===== src/rtl/sort_engine.sv =====
// rtl/sort_engine.sv - buffered odd-even transposition sorter.
// Loads a batch of records, sorts them in place by key, then streams them out.
module sort_engine #(
  parameter int DSIZE  = 18,
  parameter int OFFSET = 8,
  parameter int DEPTH  = 16
) (
  input  logic             clk,
  input  logic             rst_n,
  input  logic             descend,
  input  logic             in_valid,
  output logic             in_ready,
  input  logic [DSIZE-1:0] in_data,
  input  logic             in_last,
  output logic             out_valid,
  input  logic             out_ready,
  output logic [DSIZE-1:0] out_data,
  output logic             out_last,
  output logic             busy
);

  localparam int CW = $clog2(DEPTH + 1);
  localparam int AW = $clog2(DEPTH);

  typedef enum logic [1:0] {LOAD, SORT, DRAIN} state_t;

  state_t           state, state_nx;
  logic [DSIZE-1:0] mem    [DEPTH];
  logic [DSIZE-1:0] mem_nx [DEPTH];
  logic [CW-1:0]    count, rd_ptr, pass, rd_nx;
  logic             order;
  logic             accept, load_done, sort_done, out_hs;

  always_ff @(posedge clk or negedge rst_n) begin
    if (!rst_n) state <= LOAD;
    else        state <= state_nx;
  end

  always_comb begin
    in_ready  = (state == LOAD);
    busy      = (state != LOAD);
    accept    = in_valid && in_ready;
    load_done = accept && (in_last || count == CW'(DEPTH - 1));
    sort_done = (state == SORT) && (pass == count - 1'b1);
    out_hs    = (state == DRAIN) && out_valid && out_ready;
    rd_nx     = rd_ptr + 1'b1;
    state_nx  = state;
    case (state)
      LOAD:    if (load_done) state_nx = SORT;
      SORT:    if (sort_done) state_nx = DRAIN;
      DRAIN:   if (out_hs && out_last) state_nx = LOAD;
      default: state_nx = LOAD;
    endcase
  end

  // One transposition pass: pairs of the current parity whose upper slot is
  // still inside the batch are compared and swapped together.
  always_comb begin
    for (int i = 0; i < DEPTH; i++) mem_nx[i] = mem[i];
    for (int i = 0; i < DEPTH - 1; i++) begin
      if ((i % 2) == int'(pass[0]) && CW'(i + 1) < count) begin
        if (order ? (mem[i][OFFSET-1:0] < mem[i+1][OFFSET-1:0])
                  : (mem[i][OFFSET-1:0] > mem[i+1][OFFSET-1:0])) begin
          mem_nx[i]   = mem[i+1];
          mem_nx[i+1] = mem[i];
        end
      end
    end
  end

  always_ff @(posedge clk) begin
    if (accept) begin
      mem[count[AW-1:0]] <= in_data;
    end else if (state == SORT) begin
      for (int i = 0; i < DEPTH; i++) mem[i] <= mem_nx[i];
    end
  end

  always_ff @(posedge clk or negedge rst_n) begin
    if (!rst_n) begin
      count     <= '0;
      rd_ptr    <= '0;
      pass      <= '0;
      order     <= 1'b0;
      out_valid <= 1'b0;
      out_last  <= 1'b0;
      out_data  <= '0;
    end else begin
      case (state)
        LOAD: begin
          if (accept) begin
            count <= count + 1'b1;
            if (count == '0) order <= descend;
          end
        end
        SORT: begin
          if (sort_done) begin
            // Take slot 0 from the final pass result so DRAIN starts valid.
            pass      <= '0;
            rd_ptr    <= '0;
            out_valid <= 1'b1;
            out_data  <= mem_nx[0];
            out_last  <= (count == CW'(1));
          end else begin
            pass <= pass + 1'b1;
          end
        end
        DRAIN: begin
          if (out_hs) begin
            if (out_last) begin
              count     <= '0;
              rd_ptr    <= '0;
              out_valid <= 1'b0;
              out_last  <= 1'b0;
            end else begin
              rd_ptr   <= rd_nx;
              out_data <= mem[rd_nx[AW-1:0]];
              out_last <= (rd_nx == count - 1'b1);
            end
          end
        end
        default: ;
      endcase
    end
  end

endmodule

===== config.mk =====
export PLATFORM = sky130hd
export DESIGN_NAME = sort_engine
export DESIGN_NICKNAME = d
export VERILOG_FILES = /design/src/rtl/sort_engine.sv
export SDC_FILE = /design/constraint.sdc
export NUM_CORES = 1
export LEC_CHECK = 0
export CAP_MARGIN = 40
export CORE_ASPECT_RATIO = 0.7
export CORE_MARGIN = 10
export CORE_UTILIZATION = 60
export CTS_CLUSTER_DIAMETER = 40
export CTS_CLUSTER_SIZE = 8
export DETAILED_ROUTE_END_ITERATION = 6
export GPL_TIMING_DRIVEN = 0
export PLACE_DENSITY = 0.77
export SLEW_MARGIN = 20
export SYNTH_ARGS = -nofsm -noshare
export SYNTH_HDL_FRONTEND = slang
export SYNTH_SLANG_ARGS = --single-unit

===== constraint.sdc =====
create_clock -name clk -period 8.65 [get_ports clk]
set_clock_uncertainty 0.05 [all_clocks]
set_input_delay 0.865 -clock clk [delete_from_list [all_inputs] [get_ports clk]]
set_output_delay 0.865 -clock clk [all_outputs]
set_load 0.005 [all_outputs]

Word-level counts from Yosys, hierarchy flattened
Memories as Yosys holds them, arrays and structs flattened.
Cells that the tools add are included.
{"block": "classes", "n_eq_ne": 13, "reduce_logical": 34, "magnitude_cmp": 45, "bitwise": 1, "n_addsub": 4, "n_mux": 78}
{"operator": "$mux W36", "n": 30}
{"operator": "$gt A8 B8 Y1", "n": 15}
{"operator": "$lt A8 B8 Y1", "n": 15}
{"operator": "$mux W18", "n": 4}
{"operator": "$lt A4 B5 Y1 const A", "n": 8}
{"operator": "$pmux W18 S2", "n": 1}
{"operator": "$mux W5", "n": 7}
{"operator": "$mux W1", "n": 27}
{"operator": "$logic_and A1 B1 Y1", "n": 21}
{"operator": "$lt A3 B5 Y1 const A", "n": 4}
{"operator": "$pmux W5 S2", "n": 2}
{"operator": "$reduce_or A18 Y1", "n": 1}
{"operator": "$add A5 B1 Y5 const B", "n": 3}
{"operator": "$reduce_and A4 Y1", "n": 3}
{"operator": "$eq A5 B5 Y1", "n": 2}
{"operator": "$lt A2 B5 Y1 const A", "n": 2}
{"operator": "$reduce_and A3 Y1", "n": 3}
{"operator": "$ne A2 B2 Y1 const B", "n": 4}
{"operator": "$mux W2", "n": 3}
{"operator": "$ne A2 B1 Y1 const B", "n": 3}
{"operator": "$pmux W2 S3", "n": 1}
{"operator": "$reduce_bool A2 Y1", "n": 3}
{"operator": "$eq A5 B1 Y1 const B", "n": 1}
{"operator": "$eq A5 B4 Y1 const B", "n": 1}
{"operator": "other kinds (10)", "n": 11}
{"block": "word_totals", "ff_bits": 38, "memories": 1, "wordCells": 184, "ram_bits": 288, "inputBits": 24, "out_inout_bits": 22}
{"memory": "mem", "words": 16, "width": 18, "read_ports": 17, "rd_ports_with_merged_regs": 0, "wr": 16, "line_no": "28", "source": "logic [DSIZE-1:0] mem [DEPTH];"}

Longest topological paths before layout
{"block": "logic_depth", "word_depth": 32, "depth_mapped": 13, "ltp_nobuf": 9}

Worst setup path before layout
No wires, ideal clock.
{"block": "synth_timing", "path_kind": "reg-to-reg", "start": "mem mem[14][1]", "end": "mem mem[15][0] (enable)", "n_path_buf": 2, "setup_slack_ns": 5.321, "path_stages_with_launch": 11, "setup_ns": 0.489, "arrival_time_ns": 2.790, "required_time_ns": 8.111, "period_less_slack_ns": 3.329, "path_cell_list": "edfxtp_1 ha_1 nor2b_1 o211ai_1 a21oi_1 and3_1 o31ai_1 or2_2 clkbuf_1 clkbuf_1 o21ai_0"}
{"element": "start, declared", "line_no": "28"}

==> flow_metrics.py <==
metrics = {
    "setup_path": {
        "worstSetupStartpointType": "flop",
        "cp_num_cells": 10,
        "wp_data_arrival_ps": 4750,
        "worst_path_most_repeated_cell": "sky130_fd_sc_hd__clkbuf_1",
        "critical_path.top_delay_family": "compound AO/OA/AOI/OAI gates",
        "worst-endpoint-required_ps": 8920,
        "crit_chain": "ha_1 > nand2_1 > o21ai_0 > nor3_1 > o31ai_1 > or2_2 > clkbuf_1 > clkbuf_1 > o21ai_4 > buf_16",
        "end_kind": "flop",
        "crit_type": "reg -> reg",
        "worst_r2r_path_depth": 10,
        "critical-path-max-stage-delay_ps": 780,
        "worstPathBufferInverterCount": 3,
        "critical-path-slowest-cell": "sky130_fd_sc_hd__o31ai_1",
        "path_max_fanout": 15,
    },
    "sta": {
        "timing_hold_violations_final": 0,
        "setup_viol": 0,
        "worst_slew_pin_tran_ps": 931,
        "fin_crit_sh": 0.518,
        "final.hold.worst_slack_ps": 106,
        "max_slew_margin": 0.378,
        "timing.final.crit_period_ps": 4480,
        "drv_slew": 0,
        "rsz0062_at_grt": "no",
        "fmax_mhz": 223,
        "timing.setup.tns_ps": 0,
    },
    "global_routing": {
        "grt_pass1_wl_um": 129000,
        "grt_start_max_net_pins": 29,
        "first_global_vias": 20500,
        "groute.usage.overall": 0.350,
        "global_route.overflow_total": 0,
        "grt_antenna_before_repair": 2,
    },
    "run_status": {
        "status": "complete, no violations",
    },
    "clock_tree": {
        "cts.htree.levels": 2,
        "cts_resized": 0,
        "tritoncts_num_sinks": 326,
        "tritoncts": "built",
        "cts_root_buffer": "sky130_fd_sc_hd__clkbuf_16",
        "cts.reportedPaths.clkPinSlew_ps": 50,
        "cts_inserted_buffers": 52,
        "postCtsSetupRepairBufs": 0,
        "cts_max_path_buffers": 3,
        "worst_skew_pair.late_latency_ps": 590,
        "cts.hold.buffers_added": 0,
    },
    "floorplanning": {
        "dieArea_um2": 47800,
        "die-width_um": 257,
        "die_height_um": 186,
        "start_util": 0.611,
        "top_level_pins": 46,
        "design.core.area_um2": 38700,
        "fp-row-count": 60,
    },
    "logic_synthesis": {
        "syn_nets": 2461,
        "postSynthCellCount": 2310,
        "synthXorXnorAreaFrac": 0.00800,
        "synth_compound_area_frac": 0.199,
        "synth_mux_area_frac": 0.155,
        "synth-adder-area-share": 0.0672,
        "synth_seq_area_share": 0.406,
        "ys_dominant_reg_cell": "sky130_fd_sc_hd__edfxtp_1",
        "synth_area_leader_cell": "sky130_fd_sc_hd__edfxtp_1",
        "avgSynthCellArea_um2": 10.2,
        "netlist.area_leader.share": 0.366,
        "synth_simple_gate_area_share": 0.108,
        "synth.yosys.warnings": 0,
        "synth_enable_flop_cells": 288,
        "synth_area_um2": 23600,
        "synth.area.top_cells": "sky130_fd_sc_hd__edfxtp_1 (37%), sky130_fd_sc_hd__mux2i_1 (6.9%), sky130_fd_sc_hd__mux4_2 (6.9%), sky130_fd_sc_hd__ha_1 (6.7%), sky130_fd_sc_hd__o21ai_0 (4.8%)",
        "postSynth.asyncResetShare": 0.117,
        "synth_top_family_by_area": "compound AO/OA/AOI/OAI gates",
        "ys_ff_latch": 326,
        "synth.lib_cells_used.distinct": 73,
    },
    "placed_design": {
        "place_congestion": 0.985,
        "count_of_input_and_output_buffers": 45,
        "dp.final_hpwl_um": 65100,
        "place.detailed.instances": 2908,
    },
    "route": {
        "drtIter0Drc": 3749,
        "first_pass_iteration_count_of_the_detailed_router": 6,
        "routedWlPerCell_um": 28.5,
        "routed_via_density": 7.31,
        "post-route-drc-count": 0,
        "post_drt_antenna_nets": 0,
        "num_vias": 22000,
        "drt-total-wl_um": 85700,
    },
    "cells_and_area": {
        "leading_cell_type_in_the_layout_fill_and_taps_excluded": "sky130_fd_sc_hd__edfxtp_1",
        "fillers": 2915,
        "syn_to_final_growth_pct": 14.1,
        "instances_no_fill": 3006,
        "post_route_cells_drive_above_1_share": 0.123,
        "mostFrequentLayoutCells": "sky130_fd_sc_hd__edfxtp_1 (288), sky130_fd_sc_hd__o21ai_0 (209), sky130_fd_sc_hd__mux2i_1 (164)",
        "fin_nets": 2592,
        "final_core_util": 0.697,
    },
    "run": {
        "max-cap-violations": 0,
    },
    "min_path": {
        "hold_path.class": "in -> async",
    },
}
[flip-flops by register name (all words and copies together), names as in the netlist]
signal     flops
mem          288
out_valid      1
out_last       1
state          2
count          5
order          1
rd_ptr         5
pass           5
out_data      18
[final cells by class]
class                   instances  area (um^2)  area share
flip-flops and latches        326         9600       0.356
well taps                     527          659      0.0245
multi-input cells            1667        12800       0.476
repair buffers                 77          900      0.0334
clock buffers                  79         1450      0.0539
clock inverters                12          171     0.00636
inverters                     147          552      0.0205
diodes                          1         2.50   0.0000929
plain buffers                 170          791      0.0293
[cell families after synthesis]
kind of cell,count (synthesis)
AOI/OAI and AO/OA,717
buffers and inverters,317
and+or+nand+nor,532
DFF,326
xor gates and xnor gates,20
muxes,271
adders and majority gates,127
[path summary, 6_finish.rpt]
check	slack, ps	from	to
worst max-delay path	4170	mem[14][7]$_DFFE_PP_	mem[15][4]$_DFFE_PP_
worst min-delay path	110	rst_n	pass[4]$_DFFE_PN0P_
worst max register to register	4170	mem[14][7]$_DFFE_PP_	mem[15][4]$_DFFE_PP_
worst min register to register	460	pass[4]$_DFFE_PN0P_	pass[4]$_DFFE_PN0P_
max in group asynchronous	7960	rst_n	out_data[4]$_DFFE_PN0P_
min in group clk	460	pass[4]$_DFFE_PN0P_	pass[4]$_DFFE_PN0P_
[cells in the mapped netlist, drive strengths merged, types with 12 or more instances]
cell / n
o221ai: 37
o22ai: 18
nor2b: 19
ha: 127
clkbuf: 98
a21oi: 158
nor3: 98
a31oi: 28
o21ai: 228
edfxtp: 288
a22oi: 18
o211ai: 15
xnor2: 12
buf: 72
mux2i: 166
mux2: 33
nand2: 161
a211oi: 62
inv: 147
nor2: 97
nand4: 27
mux4: 72
nand3: 73
and2: 28
a221o: 72
dfrtp: 38
a21o: 23
o211a: 21
[worst register-to-register path: cells and delay by family, from the launching register on]
family	cells	cell delay (ps)
buf+inv	3	1360
compound gates	3	1510
flops	1	470
simple gates	3	400
fa+ha+maj	1	400
[per-layer routing]
metal / track usage / up-vias / share of wire
met1: 0.497 / 10700 / 0.40
met2: 0.500 / 1848 / 0.41
met3: 0.0986 / 225 / 0.15
met5: 0 / - / 0.00014
li1: - / 9225 / -
met4: 0.127 / 2 / 0.038
[through the flow]
| step | instance area [um^2] | setup WS [ps] |
|---|---|---|
| 4_1_cts | 26900 | 4440 |
| 2_1_floorplan | 23600 | 5320 |
| 3_3_place_gp | 24700 | 3100 |
| 6_report | 27000 | 4170 |
| 5_1_grt | 27000 | 4070 |
| 3_5_place_dp | 25300 | 4480 |
Power is not shown: default switching activity piles up to over one toggle a cycle in this logic, so the estimate is an artifact.
